<file path="config.mk">
export PLATFORM = sky130hd
export DESIGN_NAME = multi_clock_divider
export DESIGN_NICKNAME = d
export VERILOG_FILES = /design/src/rtl/clkdiv_pkg.sv /design/src/rtl/clkdiv_channel.sv /design/src/rtl/multi_clock_divider.sv
export SDC_FILE = /design/constraint.sdc
export NUM_CORES = 2
export LEC_CHECK = 0
export CORE_MARGIN = 10
export CORE_UTILIZATION = 55
export DETAILED_ROUTE_END_ITERATION = 10
export HOLD_SLACK_MARGIN = 0.05
export PLACE_DENSITY_LB_ADDON = 0.25
export RECOVER_POWER = 25
export SLEW_MARGIN = 5
export SYNTH_ARGS = -nofsm -noshare
export SYNTH_HDL_FRONTEND = slang
export SYNTH_SLANG_ARGS = --single-unit
export TNS_END_PERCENT = 30
</file>
<file path="constraint.sdc">
create_clock -name clk -period 24.7 [get_ports clk]
set_input_delay 4.94 -clock clk [delete_from_list [all_inputs] [get_ports clk]]
set_output_delay 4.94 -clock clk [all_outputs]
set_load 0.005 [all_outputs]
</file>
<file path="src/rtl/clkdiv_pkg.sv">
// Shared types and constants for the multi-channel clock divider.
package clkdiv_pkg;

  // Default width of period / high-time fields.
  localparam int DEF_DIV_W = 26;

  // Smallest period a channel accepts; N=1 cannot have a low and a high phase.
  localparam int MIN_DIV = 2;

  typedef logic [DEF_DIV_W-1:0] div_t;

  typedef struct packed {
    div_t n;
    div_t h;
  } div_cfg_t;

endpackage

</file>
<file path="src/rtl/clkdiv_channel.sv">
// One divider channel: counter, active/shadow configuration, pending flag,
// threshold decode and registered clk_out / tick outputs.
module clkdiv_channel #(
  parameter int DIV_W     = clkdiv_pkg::DEF_DIV_W,
  parameter int RESET_DIV = 50000000
) (
  input  logic             clk,
  input  logic             reset,
  input  logic             en,
  input  logic             align,
  input  logic             load,
  input  logic [DIV_W-1:0] load_div,
  input  logic [DIV_W-1:0] load_high,
  output logic             clk_out,
  output logic             tick
);

  localparam logic [DIV_W-1:0] ONE     = DIV_W'(1);
  localparam logic [DIV_W-1:0] RST_N   = DIV_W'(RESET_DIV);
  localparam logic [DIV_W-1:0] RST_H   = DIV_W'(RESET_DIV / 2);
  localparam logic [DIV_W-1:0] RST_THR = RST_N - RST_H;

  typedef struct packed {
    logic [DIV_W-1:0] n;
    logic [DIV_W-1:0] h;
  } cfg_t;

  // Active config keeps N and the precomputed N-H_sat threshold; H itself
  // is not needed once the threshold is known.
  logic [DIV_W-1:0] cnt_reg, cnt_next;
  logic [DIV_W-1:0] act_n_reg;
  logic [DIV_W-1:0] act_thr_reg;
  cfg_t             shadow_reg;
  logic             pend_reg;
  logic             clk_out_reg;
  logic             tick_reg;

  logic             wrap;
  logic             apply;
  cfg_t             new_cfg;
  logic [DIV_W-1:0] new_h_sat;
  logic [DIV_W-1:0] new_thr;

  // Wrap detect, apply decision and next count.
  always_comb begin
    wrap      = (cnt_reg == (act_n_reg - ONE));
    // A load arriving this cycle wins over the stored shadow (last write wins).
    new_cfg   = load ? cfg_t'{n: load_div, h: load_high} : shadow_reg;
    new_h_sat = (new_cfg.h > new_cfg.n) ? new_cfg.n : new_cfg.h;
    new_thr   = new_cfg.n - new_h_sat;
    // Running channels swap config at the wrap; a stopped channel with a
    // pending update takes it immediately; align takes it unconditionally.
    apply     = (load | pend_reg) & (align | (en & wrap) | (~en & pend_reg));

    cnt_next = cnt_reg;
    if (align) begin
      cnt_next = '0;
    end else if (en) begin
      cnt_next = wrap ? '0 : (cnt_reg + ONE);
    end else if (pend_reg) begin
      cnt_next = '0;
    end
  end

  // Counter and configuration registers.
  always_ff @(posedge clk) begin
    if (reset) begin
      cnt_reg     <= '0;
      act_n_reg   <= RST_N;
      act_thr_reg <= RST_THR;
      shadow_reg  <= cfg_t'{n: RST_N, h: RST_H};
      pend_reg    <= 1'b0;
    end else begin
      cnt_reg <= cnt_next;
      if (load) begin
        shadow_reg <= new_cfg;
      end
      if (apply) begin
        act_n_reg   <= new_cfg.n;
        act_thr_reg <= new_thr;
        pend_reg    <= 1'b0;
      end else if (load) begin
        pend_reg <= 1'b1;
      end
    end
  end

  // Registered outputs; clk_out freezes and tick stays low while disabled.
  always_ff @(posedge clk) begin
    if (reset) begin
      clk_out_reg <= 1'b0;
      tick_reg    <= 1'b0;
    end else if (en) begin
      clk_out_reg <= (cnt_reg >= act_thr_reg);
      tick_reg    <= wrap;
    end else begin
      tick_reg <= 1'b0;
    end
  end

  assign clk_out = clk_out_reg;
  assign tick    = tick_reg;

endmodule

</file>
<file path="src/rtl/multi_clock_divider.sv">
// Multi-channel programmable clock/tick generator. The top level validates
// loads, reports rejections on load_err and fans out to per-channel dividers.
// Optional macro PHASE_ALIGN_EN adds the align input that restarts every
// channel at cnt=0 in the same cycle.
module multi_clock_divider #(
  parameter int NUM_CH    = 4,
  parameter int DIV_W     = clkdiv_pkg::DEF_DIV_W,
  parameter int RESET_DIV = 50000000,
  localparam int CH_W     = (NUM_CH > 1) ? $clog2(NUM_CH) : 1
) (
  input  logic              clk,
  input  logic              reset,
  input  logic [NUM_CH-1:0] en,
  input  logic              load,
  input  logic [CH_W-1:0]   load_ch,
  input  logic [DIV_W-1:0]  load_div,
  input  logic [DIV_W-1:0]  load_high,
`ifdef PHASE_ALIGN_EN
  input  logic              align,
`endif
  output logic              load_err,
  output logic [NUM_CH-1:0] clk_out,
  output logic [NUM_CH-1:0] tick
);

  import clkdiv_pkg::*;

  logic load_bad;
  logic load_ok;
  logic load_err_reg;
  logic align_int;

`ifdef PHASE_ALIGN_EN
  assign align_int = align;
`else
  assign align_int = 1'b0;
`endif

  // A load is rejected for a too-short period or a nonexistent channel.
  always_comb begin
    load_bad = (load_div < DIV_W'(MIN_DIV)) |
               ({1'b0, load_ch} >= (CH_W + 1)'(NUM_CH));
    load_ok  = load & ~load_bad;
  end

  // One-cycle rejection pulse, the cycle after the offending load.
  always_ff @(posedge clk) begin
    if (reset) begin
      load_err_reg <= 1'b0;
    end else begin
      load_err_reg <= load & load_bad;
    end
  end

  assign load_err = load_err_reg;

  genvar gi;
  generate
    for (gi = 0; gi < NUM_CH; gi++) begin : g_ch
      clkdiv_channel #(
        .DIV_W     (DIV_W),
        .RESET_DIV (RESET_DIV)
      ) u_ch (
        .clk       (clk),
        .reset     (reset),
        .en        (en[gi]),
        .align     (align_int),
        .load      (load_ok & (load_ch == CH_W'(gi))),
        .load_div  (load_div),
        .load_high (load_high),
        .clk_out   (clk_out[gi]),
        .tick      (tick[gi])
      );
    end
  endgenerate

endmodule

</file>
==> flow_summary.yaml <==
final_layout:
  final_common_cell: "dfxtp_1"
  final_cells: 5300
  syn_to_final_growth_pct: 9.007
  largest_reg_flops: 208
  final_nets: 4772
  drive_gt1_frac: 0.04492
  multi_input_area_sq_mm: 0.02245
  seq_area_sq_mm: 0.01067
  nFillCells: 5695
  layout_common_cells: "dfxtp_1 (533), nand2_1 (464), nor2_1 (429)"
clock_network:
  postCtsSetupRepairBufs: 0
  cts-root-buf: "clkbuf_16"
  cts_buffer_depth: 3
  numCtsBuffers: 60
  clk_latency_ns: 0.64
  cts_sinks: 533
  clk_pin_slew_ns: 0.06
  h-tree-depth: 2
  postCtsHoldBufs: 0
  cts_tree: "yes"
  ctsResizeCount: 0
die:
  rows: 92
  die_y_um: 273.5
  initial_core_util: 0.5582
  dieArea_sq_mm: 0.07479
  ios: 70
  core_area_sq_mm: 0.06331
  die_w_um: 273.5
timing:
  max_slew_margin: -5.104
  setup_viol: 0
  worst_pin_slew_ns: 9.156
  finClkSkew_ns: 0.01866
  clock.fmax_mhz: 66.88
  period_share: 0.6053
  min_period_ns: 14.95
  rsz0062_at_grt: "false"
  fin_tns_setup_ns: 0
  finalHoldViolCount: 0
  final_max_slew_viol_count: 552
hold_path:
  min_path_type: "flop to flop"
  worstHoldStart: "g_ch[3].u_ch.act_thr_reg[2]$_SDFFE_PP0P_"
  worstHoldEndpoint: "g_ch[3].u_ch.act_thr_reg[2]$_SDFFE_PP0P_"
  holdPathStages: 2
global_routing:
  grt.total_usage: 0.2533
  grt_first_pass_wirelength_um: 155900
  grt_max_degree: 194
  antenna_found_initial: 2
  grt_overflow: 0
  grt_pass1_vias: 28700
detailed_routing:
  drt_wl_total_um: 97020
  first_iter_violations: 2469
  drt-pass1-iter-count: 6
  via_per_inst: 5.878
  drcViolationCount: 0
  vias: 31160
  wl_per_cell_um: 18.31
  final_antenna_net_count: 0
placed_design:
  dp_hpwl_um: 70570
  routabilityCongestion: 0.9697
  portBuffers: 69
  dp.cells: 5191
logic_synthesis:
  yosysTopAreaCellShare: 0.3019
  synth_compound_area_frac: 0.1953
  synth_cell_types: 99
  synth_top_family_by_area: "simple AND/OR/NAND/NOR gates"
  avgSynthCellArea_sq_um: 7.903
  yosysTopAreaCell: "dfxtp_1"
  synth_mux_area_frac: 0.06192
  synth_fp_nets: 4837
  synth-adder-area-share: 0.1093
  synth_edf_count: 0
  ys_seq_elements: 533
  syn_inst: 4472
  synth_area_sq_mm: 0.03534
  synthSimpleGateAreaFrac: 0.2118
  synth_ff_type: "dfxtp_1"
  synthTopCellsByArea: "dfxtp_1 (30%), ha_1 (11%), mux2i_1 (6.0%)"
  yosysWarningCount: 0
  synth_xor_area_frac: 0.05502
  async_reset_ff_frac: 0
  yosysSeqAreaShare: 0.3019
flow_run:
  drv_cap: 6
setup_path:
  startpoint_type: "input port"
  criticalPathCategory: "input port to flop"
  r2r_setup_slack_ns: 17.92
  worstPathRequired_ns: 24.92
  worst_r2r_endpoint: "g_ch[2].u_ch.act_thr_reg[25]$_SDFFE_PP0P_"
  ff2ff_path_depth: 27
  path_max_fanout: 82
  r2r_start: "g_ch[2].u_ch.shadow_reg[33]$_SDFFE_PP1P_"
  worst_setup_path_end_kind: "flop"
  critPathArrivalTime_ns: 15.17
power:
  ir_drop_mv: 0.06016
  total_power_uw: 2416
  power_density_mw_per_mm2: 62.72
  leakage_uw: 0.01644
status:
  outcome: "complete, but fails checks"
  failed_checks: "max-capacitance violations, max-slew violations"
## through the flow
| stage | util | setup slack [ns] | hold WS, ns | cell area (sq um) |
|---|---|---|---|---|
| after detailed placement | 0.5760 | 10.94 | 0.4457 | 36470 |
| final | 0.6085 | 9.748 | 0.4520 | 38520 |
| after global routing | 0.6085 | 8.860 | 0.4701 | 38520 |
| after CTS | 0.6091 | 11.57 | 0.4531 | 38560 |
| after global placement | 0.5760 | 11.06 | 0.4383 | 36470 |
| after floorplan | - | 12.43 | 0.4319 | 35340 |
## cells in the mapped netlist, drive strengths merged, types with 43 or more instances
| cell | n |
|---|---|
| dfxtp | 533 |
| nand2 | 467 |
| nor2 | 433 |
| inv | 350 |
| ha | 300 |
| o21ai | 299 |
| a21oi | 285 |
| mux2i | 213 |
| clkbuf | 164 |
| xnor2 | 139 |
| o211ai | 97 |
| a211oi | 95 |
| and3 | 94 |
| xor2 | 83 |
| a21o | 80 |
| nor3 | 77 |
| buf | 66 |
| nor3b | 66 |
| nand3 | 65 |
| nand4 | 57 |
| nand2b | 51 |
| a31oi | 44 |
| nor2b | 43 |
## layout make-up
cell class | count | area share
Timing Repair Buffer | 103 | 0.02400
Clock inverter | 21 | 0.009192
Inverter | 351 | 0.03423
Clock buffer | 86 | 0.04518
Sequential cell | 533 | 0.2770
Tap cell | 846 | 0.02748
Multi-Input combinational cell | 3358 | 0.5828
Antenna cell | 2 | 0.0001299
## per-layer routing
layer  global-route usage  part of all wire  vias up
li1                     -                 -    15640
met1               0.3491              0.47    14460
met2               0.3959              0.44      849
met3              0.02611             0.052      214
met4               0.1106             0.045        0
met5                    0                 0        -
## worst max-delay path: stages
cell	delay (ns)
clkbuf_1	2.59
clkinvlp_2	3.14
clkbuf_1	1.87
clkbuf_1	1.66
and3_1	0.68
mux2i_1	0.15
o31ai_1	0.11
## power breakdown
part	switching, uW	internal [uW]
logic	325	216
registers	24.8	891
clock network	380	579
## cell families after synthesis
logic type      Yosys count
compound gates         1086
xor+xnor                222
fa+ha+maj               307
buf+inv                 581
flops                   533
mux                     218
simple gates           1525
## worst max-delay path by stage
stage / startpoint / endpoint / depth (start not counted)
3_5_place_dp: load_div[5] / g_ch[2].u_ch.act_thr_reg[25]$_SDFFE_PP0P_ / 35
4_1_cts: load_div[5] / g_ch[2].u_ch.act_thr_reg[25]$_SDFFE_PP0P_ / 35
3_3_place_gp: load_div[3] / g_ch[2].u_ch.act_thr_reg[25]$_SDFFE_PP0P_ / 35
6_report: reset / g_ch[0].u_ch.act_thr_reg[9]$_SDFFE_PP0P_ / 7
2_1_floorplan: load_div[5] / g_ch[2].u_ch.act_thr_reg[25]$_SDFFE_PP0P_ / 36
5_1_grt: reset / g_ch[0].u_ch.act_thr_reg[9]$_SDFFE_PP0P_ / 7
No activity file was read; power rests on OpenSTA's default activity.
